**src/rtl/point_cloud_buffer_reader.sv**
```systemverilog
// Unpacks a NUM_PTS-slot buffer into a point stream, oldest slot first; first point 1 cycle after accept.
// Points stall while point_ready is low; a new buffer is taken on the last point's handshake (no bubble).
module point_cloud_buffer_reader #(
  parameter int POINT_W = 128,
  parameter int NUM_PTS = 4,
  parameter int CNT_W   = 3
) (
  input  logic                       clk,
  input  logic                       reset_n,
  input  logic [POINT_W*NUM_PTS-1:0] buffer_in,
  input  logic [CNT_W-1:0]           num_valid,
  input  logic                       buffer_valid,
  output logic                       buffer_ready,
  output logic [POINT_W-1:0]         point_out,
  output logic [$clog2(NUM_PTS)-1:0] point_idx,
  output logic                       point_last,
  output logic                       point_valid,
  input  logic                       point_ready,
  output logic                       empty_drop
);
  localparam int IDX_W = $clog2(NUM_PTS);
  localparam logic [CNT_W-1:0] FULL     = CNT_W'(NUM_PTS);
  localparam logic [IDX_W-1:0] LAST_IDX = IDX_W'(NUM_PTS - 1);

  typedef enum logic {IDLE, STREAM} state_t;

  state_t                     state;
  logic [POINT_W*NUM_PTS-1:0] buf_q;
  logic                       take;
  logic                       accept;
  logic [CNT_W-1:0]           nv_clip;
  logic [IDX_W-1:0]           first_idx;
  logic [IDX_W-1:0]           next_idx;

  assign take         = point_valid & point_ready;
  assign buffer_ready = (state == IDLE) | (take & point_last);
  assign accept       = buffer_valid & buffer_ready;
  assign nv_clip      = (num_valid > FULL) ? FULL : num_valid;
  // Valid points occupy the top slots, so the oldest one sits at NUM_PTS - count.
  assign first_idx    = IDX_W'(FULL - nv_clip);
  assign next_idx     = point_idx + IDX_W'(1);

  always_ff @(posedge clk or negedge reset_n) begin
    if (!reset_n) begin
      state       <= IDLE;
      buf_q       <= '0;
      point_out   <= '0;
      point_idx   <= '0;
      point_last  <= 1'b0;
      point_valid <= 1'b0;
      empty_drop  <= 1'b0;
    end else begin
      empty_drop <= 1'b0;
      if (accept) begin
        if (nv_clip == '0) begin
          empty_drop  <= 1'b1;
          point_valid <= 1'b0;
          state       <= IDLE;
        end else begin
          buf_q       <= buffer_in;
          point_out   <= buffer_in[int'(first_idx)*POINT_W +: POINT_W];
          point_idx   <= first_idx;
          point_last  <= (first_idx == LAST_IDX);
          point_valid <= 1'b1;
          state       <= STREAM;
        end
      end else if (take) begin
        if (point_last) begin
          point_valid <= 1'b0;
          state       <= IDLE;
        end else begin
          point_out  <= buf_q[int'(next_idx)*POINT_W +: POINT_W];
          point_idx  <= next_idx;
          point_last <= (next_idx == LAST_IDX);
        end
      end
    end
  end
endmodule

```
**config.mk**
```make
export PLATFORM = sky130hd
export DESIGN_NAME = point_cloud_buffer_reader
export DESIGN_NICKNAME = d
export VERILOG_FILES = /design/src/rtl/point_cloud_buffer_reader.sv
export SDC_FILE = /design/constraint.sdc
export NUM_CORES = 1
export LEC_CHECK = 0
export ABC_AREA = 1
export ABC_CLOCK_PERIOD_IN_PS = 4920
export CAP_MARGIN = 15
export CORE_UTILIZATION = 31
export CTS_CLUSTER_DIAMETER = 60
export DETAILED_ROUTE_END_ITERATION = 6
export GPL_ROUTABILITY_DRIVEN = 0
export SYNTH_ARGS = -nofsm -noshare
export SYNTH_HDL_FRONTEND = slang
export SYNTH_SLANG_ARGS = --single-unit
```
**constraint.sdc**
```tcl
create_clock -name clk -period 4.92 [get_ports clk]
set_input_delay 0.738 -clock clk [delete_from_list [all_inputs] [get_ports clk]]
set_output_delay 0.738 -clock clk [all_outputs]
set_load 0.1 [all_outputs]
```
# Word-level counts from Yosys, hierarchy flattened
# Index checks and enable logic that the tools add are counted.
[classes]
eq_ne = 4
reduce_logical = 7
addsub = 2
magnitude_cmp = 1
shifts = 2
muxes = 19
bitwise = 6
[op_table]
columns = ["cell", "n"]
rows = [
  ["indexed part select 512 x 10 -> 128 bit", 2],
  ["two-way mux 128 bit", 4],
  ["two-way mux 1 bit", 10],
  ["two-way mux 2 bit", 4],
  ["AND reduction 2 bit", 3],
  ["== test 2 bit, second input constant", 2],
  ["nonzero test 2 bit", 2],
  ["bitwise AND 1 bit", 3],
  ["> comparator 3 bit, second input constant", 1],
  ["logical NOT 3 bit", 1],
  ["two-way mux 3 bit", 1],
  ["AND reduction 3 bit", 1],
  ["adder 2 x 1 -> 2 bit, second input constant", 1],
  ["!= test 2 x 1 -> 1 bit, second input constant", 1],
  ["!= test 2 bit, second input constant", 1],
  ["inverter 1 bit", 2],
  ["subtractor 1 x 2 -> 2 bit, first input constant", 1],
  ["bitwise OR 1 bit", 1],
]
[word_totals]
regBits = 645
word_cells = 47
inputBits = 519
out_inout_bits = 134

# Logic depth before layout (Yosys ltp)
# Gate-level depths: netlist of the first run.
[logic_depth]
word_depth = 6
ltp_mapped = 14
ltp_nobuf = 9

# Worst setup path before layout of the first run
# Ideal clock, no wire load.
[synth_timing]
path_type = "flip-flop to flip-flop"
start = "register point_idx[0]"
end = "register point_out[100]"
path_stages_with_launch = 15
n_path_buf = 7
t_required_ns = 4.800
arrival_ns = 2.871
slack_ns = 1.929
setup_ns = 0.120
cell_sequence = "dfrtp_1 buf_2 inv_2 buf_4 buf_2 buf_2 ha_1 buf_2 buf_2 buf_1 nor2_1 o21ai_0 nand3_1 nand3_1 nand2_1"
[synth_between]
elab_chain_cells = 5
[synth_lines]
columns = ["element", "line_no", "text"]
rows = [
  ["start, declared", "15", "output logic [$clog2(NUM_PTS)-1:0] point_idx,"],
  ["start signal, assigned", "62", "point_idx <= first_idx;"],
  ["start signal, assigned", "73", "point_idx <= next_idx;"],
  ["adder 2 x 1 -> 2 bit", "41", "assign next_idx = point_idx + IDX_W'(1);"],
  ["indexed part select 512 x 10 -> 128 bit", "72", "point_out <= buf_q[int'(next_idx)*POINT_W +: POINT_W];"],
  ["two-way mux 128 bit", "68", "if (point_last) begin"],
  ["two-way mux 128 bit", "67", "end else if (take) begin"],
  ["two-way mux 128 bit", "54", "if (accept) begin"],
  ["end signal, assigned", "61", "point_out <= buffer_in[int'(first_idx)*POINT_W +: POINT_W];"],
  ["end signal, assigned", "72", ""],
  ["end, declared", "14", "output logic [POINT_W-1:0] point_out,"],
]
# No other way between the ends. The select of a mux whose other input is x is not followed.
# A chain may end at the register's enable or synchronous reset.

# Final worst setup path of the first run
[layout_timing]
start = "input port point_ready"
end = "output port buffer_ready"
[layout_between]
elab_chain_cells = 3
[layout_lines]
columns = ["element", "line_no", "text"]
rows = [
  ["start, declared", "18", "input logic point_ready,"],
  ["bitwise AND 1 bit", "35", "assign take = point_valid & point_ready;"],
  ["bitwise AND 1 bit", "36", "assign buffer_ready = (state == IDLE) | (take & point_last);"],
  ["bitwise OR 1 bit", "36", ""],
  ["end, declared", "13", "output logic buffer_ready,"],
]
# No other way between the ends.

==> impl_metrics.py, run 1 <==
metrics = {
    "status": {
        "status": "finished, violations left",
        "failed_checks": "max-slew violations",
    },
    "setup_path": {
        "crit_path_start_kind": "input port",
        "worstSetupEndpointType": "primary output",
        "reg2reg_slack_ns": 1.82,
        "crit_fanout": 3,
        "critPathKind": "in2out",
        "arrival_ns": 2.75,
        "r2r_start": "point_idx[0]",
        "reg2reg_to": "point_out[104]",
        "crit_required_ns": 4.18,
        "ff2ff_path_depth": 6,
    },
    "power": {
        "leakagePower_nw": 22.2,
        "seqPwrFrac": 0.308,
        "intPower_mw": 16.2,
        "power_density_nw_per_um2": 684,
        "netSwitchingFraction": 0.471,
        "switching_power_mw": 14.4,
        "p_clk_frac": 0.214,
        "ir_worst_vdd_uv": 385,
        "pwr-share-comb": 0.479,
    },
    "finish": {
        "seq_area_um2": 16100,
        "drive_above_1_share": 0.0350,
        "fin_nets": 5823,
        "multi_input_area_um2": 14600,
        "fillers": 11300,
        "syn2layout_area_growth_pct": 30.5,
    },
    "global_route": {
        "grt_pass1_wl_mm": 202,
        "grt_max_degree": 252,
        "antenna_found_initial": 29,
        "grt_util_all_layers": 0.232,
        "grt.overflow.total": 0,
        "grt_pass1_vias": 33200,
    },
    "clock_tree": {
        "clk_pin_slew_ns": 0.05,
        "cts_root_buf": "clkbuf_16",
        "cts.sinks": 645,
        "cts.path.max_buffers": 3,
        "postCtsSetupBuffers": 0,
        "cts_tree": "built",
        "cts_resized": 0,
        "ctsHoldBuffers": 0,
        "cts_htree_levels": 3,
        "clock_latency_ns": 0.64,
        "cts-buffers-inserted": 85,
    },
    "logic_synthesis": {
        "synth_top_area_share": 0.471,
        "synth_top_cell_by_area": "dfrtp_1",
        "syn_area_um2": 34300,
        "synth.distinct_cells": 17,
        "synth_most_common_cell": "nand2_1",
        "ys_seq_area_frac": 0.471,
        "synth_nets": 5412,
        "ys_top_cells_by_count": "nand2_1 (1,552), nand3_1 (897), dfrtp_1 (645)",
        "netlist_instances": 4890,
        "ys_async_sr_fraction": 1.00,
        "synth_area_leaders": "dfrtp_1 (47%), nand2_1 (17%), nand3_1 (13%), o21ai_0 (6.5%), inv_1 (5.7%)",
        "synth_edf_count": 0,
        "synth_seq_cells": 645,
        "yosysWarnings": 0,
        "ys.flop_type": "dfrtp_1",
        "syn_avg_cell_area_um2": 7.01,
    },
    "timing": {
        "fin_crit_ns": 3.49,
        "final_hold_viol_count": 0,
        "finalSetupViolCount": 0,
        "skew_ns": 0.0257,
        "rsz0062_at_grt": "no",
        "worstMarginPinSlew_ns": 1.62,
        "max_freq_mhz": 287,
        "drv_slew": 77,
        "worst_slew_margin_rel": -0.0807,
        "fin_crit_sh": 0.709,
        "holdWs_ns": 0.121,
        "setup_tns_ns": 0,
    },
    "floorplanning": {
        "start_util": 0.314,
        "dieWidth_um": 335,
        "core_area_um2": 109000,
        "die_area_um2": 112000,
        "placementRows": 121,
        "die_y_um": 335,
        "pin_count": 653,
    },
    "route": {
        "drc": 0,
        "dr_wl_met3_mm": 9.43,
        "wl_met1_mm": 56.1,
        "antenna_left": 0,
        "wire_per_inst_um": 19.4,
        "vias_per_cell": 4.98,
        "finalWirelength_mm": 133,
        "firstDrtPassIters": 6,
        "top_layer": "met5",
        "drt_iter0_markers": 2926,
        "routed-wl-met2_mm": 61.5,
        "vias": 34200,
    },
    "min_path": {
        "hp-class": "in2async",
    },
    "placement": {
        "portBuffers": 652,
        "hpwl_mm": 80.9,
    },
    "flow_run": {
        "maxCapViolCount": 0,
    },
}
[flip-flops by register name, summed over array words and instances (netlist names)]
| name | flops |
|---|---|
| state | 1 |
| buf_q | 512 |
| point_last | 1 |
| empty_drop | 1 |
| point_idx | 2 |
| point_out | 128 |
[cell families (layout without fill, tap and decap cells)]
kind of cell | Yosys count | count (layout) | share of synthesized area
flops | 645 | 645 | 0.471
simple gates | 2708 | 2708 | 0.330
other cells | 0 | 21 | 0
fa+ha+maj | 3 | 3 | 0.00110
compound gates | 645 | 645 | 0.0944
buf+inv | 889 | 1364 | 0.104
[routing by layer]
metal | vias to the layer above | track usage
met5 | - | 0
met4 | 14 | 0.116
met3 | 277 | 0.0367
met2 | 1358 | 0.365
met1 | 16200 | 0.309
li1 | 16300 | -
[critical path, cell delays in order]
cell,delay [ns]
clkdlybuf4s50_1,0.52
nand2_1,0.12
nand2_1,0.18
clkdlybuf4s50_1,1.18
[worst max path at each step]
stage	to	from	slack [ns]
floorplan	point_out[100]	point_idx[0]	1.93
global placement	point_out[17]	num_valid[2]	1.11
detailed placement	point_out[116]	num_valid[2]	1.10
CTS	point_idx[0]	point_idx[0]	1.42
global route	buffer_ready	point_ready	1.40
finish	buffer_ready	point_ready	1.43
[area by class of cell]
class | instances | share of cell area
clock buffers | 124 | 0.0556
inverters | 520 | 0.0442
clock inverters | 27 | 0.0102
multi-input cells | 3356 | 0.327
diodes | 21 | 0.00118
repair buffers | 693 | 0.159
well taps | 1476 | 0.0413
flip-flops and latches | 645 | 0.361
[metrics by stage]
| stage | std cells | area, µm² | power (mW) | utilization | setup WS (ns) |
|---|---|---|---|---|---|
| after floorplan | 4890 | 34300 | 19.7 | - | 1.93 |
| after global placement | 6690 | 41700 | 24.0 | 0.382 | 1.11 |
| after detailed placement | 6690 | 41700 | 24.1 | 0.382 | 1.10 |
| after CTS | 6841 | 44700 | 30.8 | 0.409 | 1.42 |
| after global routing | 6858 | 44700 | 32.7 | 0.409 | 1.40 |
| final | 6862 | 44700 | 30.6 | 0.409 | 1.43 |
[cells in the final DEF (no fill, tap or decap), drive strengths merged, types with 21 or more instances in the layout]
cell,instances
nand2,1553
nand3,897
clkdlybuf4s50,649
dfrtp,645
o21ai,643
inv,528
nor2,258
clkbuf,124
buf,44
diode,21
[power groups by stage]
stage                     Combinational (mW)  Sequential (mW)  Clock [mW]
after global placement                  14.5             9.41           0
final                                   14.6             9.41        6.54
after CTS                               14.7             9.40        6.66
after detailed placement                14.7             9.45           0
after global routing                    16.1             9.73        6.87
after floorplan                         7.00             12.7           0
No activity file was read; power rests on OpenSTA's default activity.
==> inputs of run 2 (changes only) <==
--- a/config.mk
+++ b/config.mk
@@ -6,7 +6,7 @@
 export NUM_CORES = 1
 export LEC_CHECK = 0
 export ABC_AREA = 1
-export ABC_CLOCK_PERIOD_IN_PS = 4920
+export ABC_CLOCK_PERIOD_IN_PS = 3500
 export CAP_MARGIN = 15
 export CORE_UTILIZATION = 31
 export CTS_CLUSTER_DIAMETER = 60
==> constraint.sdc (replaced) <==
create_clock -name clk -period 3.5 [get_ports clk]
set_input_delay 0.525 -clock clk [delete_from_list [all_inputs] [get_ports clk]]
set_output_delay 0.525 -clock clk [all_outputs]
set_load 0.1 [all_outputs]
==> run 2 against run 1 <==
  * The flow now finishes without violations
  * Utilization up 0.23 points
  * Combinational power up 45%
  * Setup slack got worse by 0.81 ns
  * Via count rose by 0.35%
  * Clock-buffer cell count is 6 lower
  * Clock skew increased by 0.0047 ns
  * Final cell count grew 0.52%
  * First-iteration DRC count grew 4.7%
  * Power grew 40%
  * Worst hold slack better by 0.31 ns
  * Non-clock buffer count up 46
  * Critical path depth down 3
==> impl_metrics.py, run 2 (synthesized netlist as in run 1, its figures left out) <==
metrics = {
    "power": {
        "switching_power_mw": 20.6,
        "p_clk_frac": 0.198,
        "ir_worst_vdd_uv": 748,
        "intPower_mw": 22.3,
        "pwr-share-comb": 0.494,
        "leakagePower_nw": 22.4,
        "netSwitchingFraction": 0.479,
        "power_density_nw_per_um2": 953,
        "seqPwrFrac": 0.308,
    },
    "timing": {
        "worst_slew_margin_rel": 0.168,
        "rsz0062_at_grt": "no",
        "setup_tns_ns": 0,
        "worstMarginPinSlew_ns": 1.25,
        "fin_crit_ns": 2.87,
        "drv_slew": 0,
        "skew_ns": 0.0304,
        "finalSetupViolCount": 0,
        "max_freq_mhz": 348,
        "fin_crit_sh": 0.821,
        "final_hold_viol_count": 0,
    },
    "clock_tree": {
        "cts_htree_levels": 3,
        "cts.sinks": 645,
        "cts-buffers-inserted": 85,
        "postCtsSetupBuffers": 0,
        "cts_tree": "built",
        "cts_root_buf": "clkbuf_16",
        "cts.path.max_buffers": 3,
        "clock_latency_ns": 0.66,
        "clk_pin_slew_ns": 0.05,
    },
    "global_route": {
        "grt_pass1_vias": 33200,
        "grt_pass1_wl_mm": 205,
        "grt.overflow.total": 0,
        "grt_util_all_layers": 0.237,
        "grt_max_degree": 224,
        "antenna_found_initial": 17,
    },
    "finish": {
        "final_common_cell": "nand2_1",
        "final_util": 0.411,
        "reg.largest.list": "buf_q (512), point_out (128), point_idx (2)",
        "regMostFlops": "buf_q",
        "largest_reg_flops": 512,
        "fillers": 11300,
        "most-common-layout-cells": "nand2_1 (1,549), nand3_1 (897), dfrtp_1 (644)",
        "fin_nets": 5869,
        "drive_above_1_share": 0.0462,
        "stdcell_area_um2": 45000,
        "syn2layout_area_growth_pct": 31.2,
    },
    "route": {
        "vias_per_cell": 4.97,
        "wire_per_inst_um": 19.6,
        "finalWirelength_mm": 136,
        "vias": 34300,
        "drc": 0,
        "antenna_left": 0,
        "drt_iter0_markers": 3063,
        "firstDrtPassIters": 6,
    },
    "setup_path": {
        "arrival_ns": 2.35,
        "crit_path_start_kind": "flip-flop",
        "cpPeakStageDelay_ns": 1.20,
        "crit_required_ns": 2.97,
        "cp_num_buf_inv": 1,
        "crit_fanout": 2,
        "startpoint": "point_out[27]",
        "worstSetupEndpointType": "primary output",
        "worstPathCellList": "clkdlybuf4s50_1",
        "r2r_start": "point_idx[0]",
        "critPathTopFamily": "buffers and inverters",
        "ff2ff_path_depth": 8,
        "cp.depth": 1,
        "critPathKind": "reg2out",
        "slowest_stage": "clkdlybuf4s50_1",
    },
    "status": {
        "status": "finished clean",
    },
    "floorplanning": {
        "die_y_um": 335,
        "die_area_um2": 112000,
        "start_util": 0.314,
        "pin_count": 653,
        "placementRows": 121,
        "core_area_um2": 109000,
        "dieWidth_um": 335,
    },
    "flow_run": {
        "maxCapViolCount": 0,
    },
    "placement": {
        "portBuffers": 652,
        "hpwl_mm": 86.1,
        "placed_area_um2": 42300,
    },
    "min_path": {
        "hp-class": "in2async",
    },
}
-- run 2: routing by layer --
layer  GRT usage  up-vias  share of wire
met5           0        -        0.00046
met4       0.111       10          0.041
met3      0.0330      265          0.066
met2       0.377     1374           0.47
met1       0.316    16200           0.43
li1            -    16400              -
-- run 2: worst paths after layout --
check | endpoint | slack (ns)
max reg2reg | point_out[85] | 0.75
min reg2reg | buf_q[275] | 0.48
min in group clk | buf_q[300] | 0.43
min | buf_q[80] | 0.43
max | point_out[27] | 0.63
max in group asynchronous | buf_q[426] | 2.02
-- run 2: power groups by stage --
| stage | clock, mW | sequential (mW) | combinational [mW] |
|---|---|---|---|
| 2_1_floorplan | 0 | 17.9 | 9.84 |
| 3_3_place_gp | 0 | 13.2 | 21.0 |
| 3_5_place_dp | 0 | 13.3 | 21.2 |
| 4_1_cts | 8.64 | 13.2 | 21.2 |
| 5_1_grt | 8.92 | 13.7 | 23.2 |
| 6_report | 8.47 | 13.2 | 21.2 |
-- run 2: metrics by stage --
stage                     hold WS [ns]  instances  setup WS [ns]  total power, mW
after floorplan                  0.229       4890          0.509             27.7
after global placement           0.460       6735          0.531             34.2
after detailed placement         0.464       6735          0.493             34.4
after CTS                        0.376       6889          0.535             43.1
after global routing             0.422       6897          0.545             45.7
final                            0.426       6898          0.628             42.9
-- run 2: timing repair --
action	4_1_cts	5_1_grt
endpoints found under the setup margin	0	0
endpoints found under the hold margin	40	0
hold buffers	1	0
gates resized for setup	0	0
-- run 2: area by class of cell --
type,count,area (µm²),share of cell area
diodes,9,22.5,0.000501
flip-flops and latches,645,16100,0.359
inverters,520,1980,0.0440
clock buffers,118,2400,0.0534
multi-input cells,3356,14600,0.325
well taps,1476,1850,0.0411
clock inverters,35,274,0.00609
repair buffers,739,7670,0.171
